--- config.mk ---
export PLATFORM = sky130hd
export DESIGN_NAME = slv_guard_rst_ctrl
export DESIGN_NICKNAME = d
export VERILOG_FILES = /design/src/rtl/slv_guard_rst_ctrl.sv
export SDC_FILE = /design/constraint.sdc
export NUM_CORES = 1
export LEC_CHECK = 0
export CAP_MARGIN = 20
export CORE_UTILIZATION = 30
export DETAILED_ROUTE_END_ITERATION = 10
export HOLD_SLACK_MARGIN = 0.1
export RECOVER_POWER = 50
export SLEW_MARGIN = 20
export SYNTH_ARGS = -nofsm -noshare
export SYNTH_HDL_FRONTEND = slang
export SYNTH_SLANG_ARGS = --single-unit
--- constraint.sdc ---
create_clock -name clk_i -period 4.55 [get_ports clk_i]
set_clock_uncertainty 0.15 [all_clocks]
set_input_delay 0.6825 -clock clk_i [delete_from_list [all_inputs] [get_ports clk_i]]
set_output_delay 0.6825 -clock clk_i [all_outputs]
set_load 0.05 [all_outputs]
--- src/rtl/slv_guard_rst_ctrl.sv ---
// ============================================================================
//  Module   : slv_guard_rst_ctrl
//  Brief    : Timed reset sequencer between the subordinate guard and the
//             protected subordinate, with completion handshake and retry.
//  Revision : 1.0 - initial release
// ============================================================================
`default_nettype none

module slv_guard_rst_ctrl #(
  parameter int ASSERT_CYCLES  = 16,
  parameter int SETTLE_CYCLES  = 8,
  parameter int TIMEOUT_CYCLES = 256,
  parameter int CNT_WIDTH      = 8
) (
  input  logic                 clk_i,
  input  logic                 rst_ni,
  input  logic                 rst_req_i,
  input  logic                 clear_i,
  output logic                 slv_rst_no,
  output logic                 rst_stat_o,
  output logic                 busy_o,
  output logic                 stuck_o,
  output logic [CNT_WIDTH-1:0] rst_count_o
);

  localparam int c_max_as     = (ASSERT_CYCLES > SETTLE_CYCLES) ? ASSERT_CYCLES : SETTLE_CYCLES;
  localparam int c_max_cycles = (c_max_as > TIMEOUT_CYCLES) ? c_max_as : TIMEOUT_CYCLES;
  localparam int c_timer_w    = $clog2(c_max_cycles + 1);

  localparam logic [c_timer_w-1:0] c_assert_load  = c_timer_w'(ASSERT_CYCLES - 1);
  localparam logic [c_timer_w-1:0] c_settle_load  = c_timer_w'(SETTLE_CYCLES - 1);
  localparam logic [c_timer_w-1:0] c_timeout_load = c_timer_w'(TIMEOUT_CYCLES - 1);
  localparam logic [CNT_WIDTH-1:0] c_cnt_max      = {CNT_WIDTH{1'b1}};

  typedef enum logic [1:0] {
    ST_IDLE   = 2'd0,
    ST_ASSERT = 2'd1,
    ST_SETTLE = 2'd2,
    ST_ACK    = 2'd3
  } state_t;

  state_t                 r_state;
  logic [c_timer_w-1:0]   r_timer;
  logic                   r_slv_rst_n;
  logic                   r_rst_stat;
  logic                   r_busy;
  logic                   r_stuck;
  logic [CNT_WIDTH-1:0]   r_count;

  logic                   w_timer_zero;
  logic                   w_timeout;
  logic                   w_enter_assert;

  always_comb begin
    w_timer_zero   = (r_timer == '0);
    w_timeout      = (r_state == ST_ACK) && rst_req_i && w_timer_zero;
    w_enter_assert = ((r_state == ST_IDLE) && rst_req_i) || w_timeout;
  end

  always_ff @(posedge clk_i or negedge rst_ni) begin
    if (!rst_ni) begin
      r_state     <= ST_IDLE;
      r_timer     <= '0;
      r_slv_rst_n <= 1'b1;
      r_rst_stat  <= 1'b0;
      r_busy      <= 1'b0;
    end else begin
      case (r_state)
        ST_IDLE: begin
          if (rst_req_i) begin
            r_state     <= ST_ASSERT;
            r_timer     <= c_assert_load;
            r_slv_rst_n <= 1'b0;
            r_busy      <= 1'b1;
          end
        end
        ST_ASSERT: begin
          // Requests arriving here are absorbed, not queued.
          if (w_timer_zero) begin
            r_state     <= ST_SETTLE;
            r_timer     <= c_settle_load;
            r_slv_rst_n <= 1'b1;
          end else begin
            r_timer <= r_timer - 1'b1;
          end
        end
        ST_SETTLE: begin
          if (w_timer_zero) begin
            r_state    <= ST_ACK;
            r_timer    <= c_timeout_load;
            r_rst_stat <= 1'b1;
          end else begin
            r_timer <= r_timer - 1'b1;
          end
        end
        ST_ACK: begin
          if (!rst_req_i) begin
            r_state    <= ST_IDLE;
            r_rst_stat <= 1'b0;
            r_busy     <= 1'b0;
          end else if (w_timer_zero) begin
            r_state     <= ST_ASSERT;
            r_timer     <= c_assert_load;
            r_slv_rst_n <= 1'b0;
            r_rst_stat  <= 1'b0;
          end else begin
            r_timer <= r_timer - 1'b1;
          end
        end
        default: begin
          r_state     <= ST_IDLE;
          r_timer     <= '0;
          r_slv_rst_n <= 1'b1;
          r_rst_stat  <= 1'b0;
          r_busy      <= 1'b0;
        end
      endcase
    end
  end

  // Clear beats a same-cycle increment; a same-cycle timeout beats clear.
  always_ff @(posedge clk_i or negedge rst_ni) begin
    if (!rst_ni) begin
      r_stuck <= 1'b0;
      r_count <= '0;
    end else begin
      if (w_timeout) begin
        r_stuck <= 1'b1;
      end else if (clear_i) begin
        r_stuck <= 1'b0;
      end

      if (clear_i) begin
        r_count <= '0;
      end else if (w_enter_assert && (r_count != c_cnt_max)) begin
        r_count <= r_count + 1'b1;
      end
    end
  end

  assign slv_rst_no  = r_slv_rst_n;
  assign rst_stat_o  = r_rst_stat;
  assign busy_o      = r_busy;
  assign stuck_o     = r_stuck;
  assign rst_count_o = r_count;

endmodule

`default_nettype wire
== Word level (Yosys, flattened, before mapping) ==
Index checks and enable logic that the tools add are counted.
Storage, ports and cells
  logic and storage cells: 63
  output and inout port bits: 12
  memories kept: 0
  ROM bits: 0
  bits in latches: 0
  bits in writable memories: 0
  input bits: 4
  register bits: 23
Cells by class
  bitwise gates (word level): 0
  reductions and logical operators: 17
  multiplexer cells: 26
  shift operators: 0
  equality and inequality tests: 11
  multipliers: 0
  add/sub/neg operators: 2
  divide/modulo/power cells: 0
  $lt $le $gt $ge: 0
Operators by type and width (count)
  $mux 9: 5
  $pmux 9 s4: 1
  $mux 8: 2
  $ne 2x2->1 const B: 6
  $mux 2: 5
  $logic_not 9->1: 1
  $mux 1: 9
  $sub 9x1->9 const B: 1
  $add 8x1->8 const B: 1
  $ne 8x8->1 const B: 1
  $pmux 2 s4: 1
  $reduce_bool 2->1: 4
  $reduce_and 3->1: 2
  $reduce_and 5->1: 1
  $eq 2x2->1 const B: 2
  $logic_and 1x1->1: 4
  $pmux 1 s2: 2
  $reduce_and 4->1: 1
  $ne 3x3->1 const B: 1
  $pmux 1 s3: 1
  $reduce_bool 3->1: 1
  $eq 2x1->1 const B: 1
  $logic_not 2->1: 1
  $reduce_and 2->1: 1
  $logic_or 1x1->1: 1

== Depth between registers and ports, before layout ==
  depth after elaboration: 7
  mapped depth: 7
  depth with buffers taken out: 6

== Worst setup path before layout ==
No wires, ideal clock.
  path type: flip-flop to flip-flop
  start point: register r_count[0] (netlist: rst_count_o[0])
  end point: register r_count[5] (netlist: rst_count_o[5])
  cell stages (with the launch flop): 7
  data arrival time: 1.856 ns
  path slack: 2.419 ns
  setup time: 0.125 ns
  required time: 4.275 ns
  cell sequence: dfrtp_1 > ha_1 > nand3_1 > o21ai_0 > clkbuf_1 > nor4_1 > mux2_2
On the way
  longest elaborated chain between the ends: 3
  elaborated cells on any way between the ends: 6
Ends and longest elaborated chain
  start, declared: line 48  | logic [CNT_WIDTH-1:0] r_count;
  start signal, assigned: line 136  | r_count <= r_count + 1'b1;
  $add 8x1->8 or $ne 8x8->1 (tied branches): line 136, 135
  $mux 8 or $logic_and 1x1->1 (tied branches): line 135  | end else if (w_enter_assert && (r_count != c_cnt_max)) begin
  $mux 8 or $reduce_bool 2->1 (tied branches)
Several ways; a longest one is shown, not always the timed one. The select of a mux whose other input is x is not followed.
A chain may end at the register's enable or synchronous reset.

== Final worst setup path ==
  start point: register r_timer[2]
  end point: register r_state[1]
On the way
  longest elaborated chain between the ends: 3
  elaborated cells on any way between the ends: 5
Ends and longest elaborated chain
  start, declared: line 43  | logic [c_timer_w-1:0] r_timer;
  start signal, assigned: line 72  | r_timer <= c_assert_load;
  start signal, assigned: line 81  | r_timer <= c_settle_load;
  start signal, assigned: line 84  | r_timer <= r_timer - 1'b1;
  $logic_not 9->1 (*): line 55  | w_timer_zero = (r_timer == '0);
  $ne 3x3->1 (no source line) or $ne 2x2->1 (tied branches)
  $reduce_and 4->1 (no source line) (*)
  end signal, assigned: line 62  | r_state <= ST_IDLE;
  end signal, assigned: line 71  | r_state <= ST_ASSERT;
  end signal, assigned: line 80  | r_state <= ST_SETTLE;
  end, declared: line 42  | state_t r_state;
Every way passes the cells marked *; elsewhere a longest branch is shown, timed or not.

==> results.sh <==
export IMPL_cts_buffer_depth=2
export IMPL_path_cells="nor3_1 > nand3_1 > a2bb2oi_1 > mux2_2"
export IMPL_synth_top_area_share_pct=36.6
export IMPL_post_route_cell_area_mm2=0.00173
export IMPL_fin_hold_ws_ps=378
export IMPL_via_count=1250
export IMPL_p_leak_nw=0.695
export IMPL_grt_util_all_layers_pct=13.9
export IMPL_synth_cell_type_count=48
export IMPL_drc=0
export IMPL_cts_tree="built"
export IMPL_ant_nets=0
export IMPL_ir_drop_mv=0.304
export IMPL_start_util_pct=31.4
export IMPL_cts_hold_buffers=0
export IMPL_synth_edf_count=0
export IMPL_clockRootBuffer="clkbuf_8"
export IMPL_dominantRegCellSynth="dfrtp_1"
export IMPL_dp_cells=236
export IMPL_vias_per_cell=5.21
export IMPL_ys_ff_latch=23
export IMPL_nets=186
export IMPL_use_met3_pct=1.80
export IMPL_hp_class="register to register"
export IMPL_synth_area_leaders="dfrtp_1 (37%), ha_1 (6.7%), a21oi_1 (5.0%)"
export IMPL_place_area_mm2=0.00169
export IMPL_fmax_mhz=350
export IMPL_worst_path_max_delay_cell="nor3_1"
export IMPL_critPathLaunch="r_timer[2]"
export IMPL_crit_path_end_kind="register"
export IMPL_grtUsageMet2_pct=20.5
export IMPL_tightestPinTransition_ps=1280
export IMPL_crit_path_max_incr_delay_ps=1010
export IMPL_r2r_start="r_timer[2]"
export IMPL_syn_area_per_cell_um2=9.22
export IMPL_period_minus_slack_ps=2860
export IMPL_wirelength_um=3360
export IMPL_synth_area_mm2=0.00150
export IMPL_fp_dieH_um=72.8
export IMPL_grt_pass1_vias=1175
export IMPL_reg2regPathDepth=4
export IMPL_layout_setup_ws_ps=1690
export IMPL_cp_required_ps=4570
export IMPL_area_delta_synth_final_pct=14.8
export IMPL_holdPathStages=2
export IMPL_holdCritStartpoint="r_timer[6]"
export IMPL_ios=16
export IMPL_timing_final_crit_share_pct=62.9
export IMPL_crit_path_start_kind="register"
export IMPL_numPortBuffers=15
export IMPL_cts_buffers=3
export IMPL_diodes=0
export IMPL_postCtsSetupBuffers=0
export IMPL_finalSetupViolCount=0
export IMPL_clk_pin_slew_ps=90
export IMPL_relSlewSlack_pct=14.9
export IMPL_p_per_area_mw_per_mm2=611
export IMPL_grt_pass1_wl_um=5620
export IMPL_r2r_setup_slack_ps=1690
export IMPL_htree_levels=1
export IMPL_die_w_um=72.8
export IMPL_async_flop_share_pct=100
export IMPL_yosysSeqAreaShare_pct=38.4
export IMPL_fin_setup_tns_ps=0
export IMPL_clkSinkCount=23
export IMPL_hold_violations=0
export IMPL_ctsResizeCount=0
export IMPL_synth_cells=163
export IMPL_final_util_pct=36.1
export IMPL_pre_cts_ws_ps=1790
export IMPL_clk_latency_ps=280
export IMPL_drive_gt1_share_pct=7.51
export IMPL_rr_endpoint="r_state[1]"
export IMPL_crit_arrival_ps=2880
export IMPL_rsz0062_at_grt="no"
export IMPL_antenna_found_initial=0
export IMPL_die_area_mm2=0.00530
export IMPL_yosys_warnings=0
export IMPL_firstDrtPassIters=6
export IMPL_grt_overflow_total=0
export IMPL_synth_largest_area_cell="dfrtp_1"
export IMPL_top_usage_layer="met2"
export IMPL_core_mm2=0.00479
export IMPL_wl_per_cell_um=14.0
export IMPL_cap_violations=0
export IMPL_drt_iter0_markers=41
export IMPL_hold_end="r_timer[6]"
export IMPL_hpwl_um=2300
export IMPL_power_mw=1.06
export IMPL_outcome="completed"
export IMPL_path_class="register to register"
export IMPL_syn_num_nets=175
export IMPL_gp_congestion=0.797
export IMPL_grt_max_degree=24
export IMPL_layout_cells_non_filler=240
export IMPL_slew_violations=0
export IMPL_fp_row_count=25
export IMPL_grt_use_met1_pct=19.6
export IMPL_cp_max_fo=11
-- critical path, delay by kind of cell (launching register included) --
| kind | cells | cell delay [ps] |
|---|---|---|
| and+or+nand+nor | 2 | 1450 |
| muxes | 1 | 370 |
| AOI/OAI and AO/OA | 1 | 330 |
| DFF | 1 | 450 |
-- kinds of logic after synthesis --
| group | share of synthesized area (%) |
|---|---|
| flip-flops | 38.4 |
| XOR/XNOR | 0.583 |
| AO/OA/AOI/OAI | 23.2 |
| multiplexers | 3.66 |
| buffers and inverters | 5.33 |
| AND/OR/NAND/NOR | 22.1 |
| adder cells (fa/ha/maj) | 6.66 |
-- cell usage in the layout (no fill, tap or decap), types with 4 or more instances in the layout --
cell type	instances
nand3_1	9
inv_1	9
ha_1	8
dfrtp_1	22
nand2_1	7
a21o_1	4
nor2_1	14
nor3_1	4
mux2_2	4
clkdlybuf4s50_1	14
o21ai_0	8
a21oi_1	15
-- Yosys cell counts, types with 2 or more instances --
cell type	n
o31ai_1	2
ha_1	8
buf_2	4
a31oi_1	3
nand2_1	7
or4_1	2
o22ai_1	2
a21oi_1	15
nand3_1	9
nor3_1	3
nor2b_1	3
nor2_1	14
nand3b_1	2
o21ai_0	8
dfrtp_1	22
a2bb2oi_1	2
and3_1	2
a41oi_1	3
a21o_1	4
or3_1	2
nor3_2	2
clkbuf_1	4
nand4b_1	2
nand4_1	3
mux2_2	4
inv_1	9
-- state kept, by name, indices dropped and copies added (netlist names) --
name and flops:
r_timer 9, busy_o 1, slv_rst_no 1, rst_count_o 8, r_state 2, stuck_o 1, rst_stat_o 1
-- area by class of cell --
cell class,count,area [um^2]
fillers,495,3060
repair buffers,15,144
clock inverters,1,5.00
inverters,9,33.8
clock buffers,3,41.3
flip-flops and latches,23,577
multi-input cells,122,841
well taps,67,83.8
-- metal layers --
| layer | up-vias | wire length, um |
|---|---|---|
| li1 | 625 | - |
| met1 | 596 | 1710 |
| met2 | 24 | 1490 |
| met3 | 5 | 112 |
| met4 | 0 | 56 |
| met5 | - | 0 |
-- worst max-delay path by stage --
stage	endpoint	slack, ps
finish	r_state[1]	1690
global route	r_state[1]	1500
global placement	rst_count_o[5]	1820
CTS	slv_rst_no	2090
floorplan	rst_count_o[5]	2420
detailed placement	rst_count_o[5]	1790
-- power breakdown --
| part | internal, mW | total [mW] | switching, mW |
|---|---|---|---|
| clock | 0.0614 | 0.134 | 0.0725 |
| combinational | 0.231 | 0.603 | 0.373 |
| sequential | 0.261 | 0.318 | 0.0568 |
No activity file was read; power rests on OpenSTA's default activity.
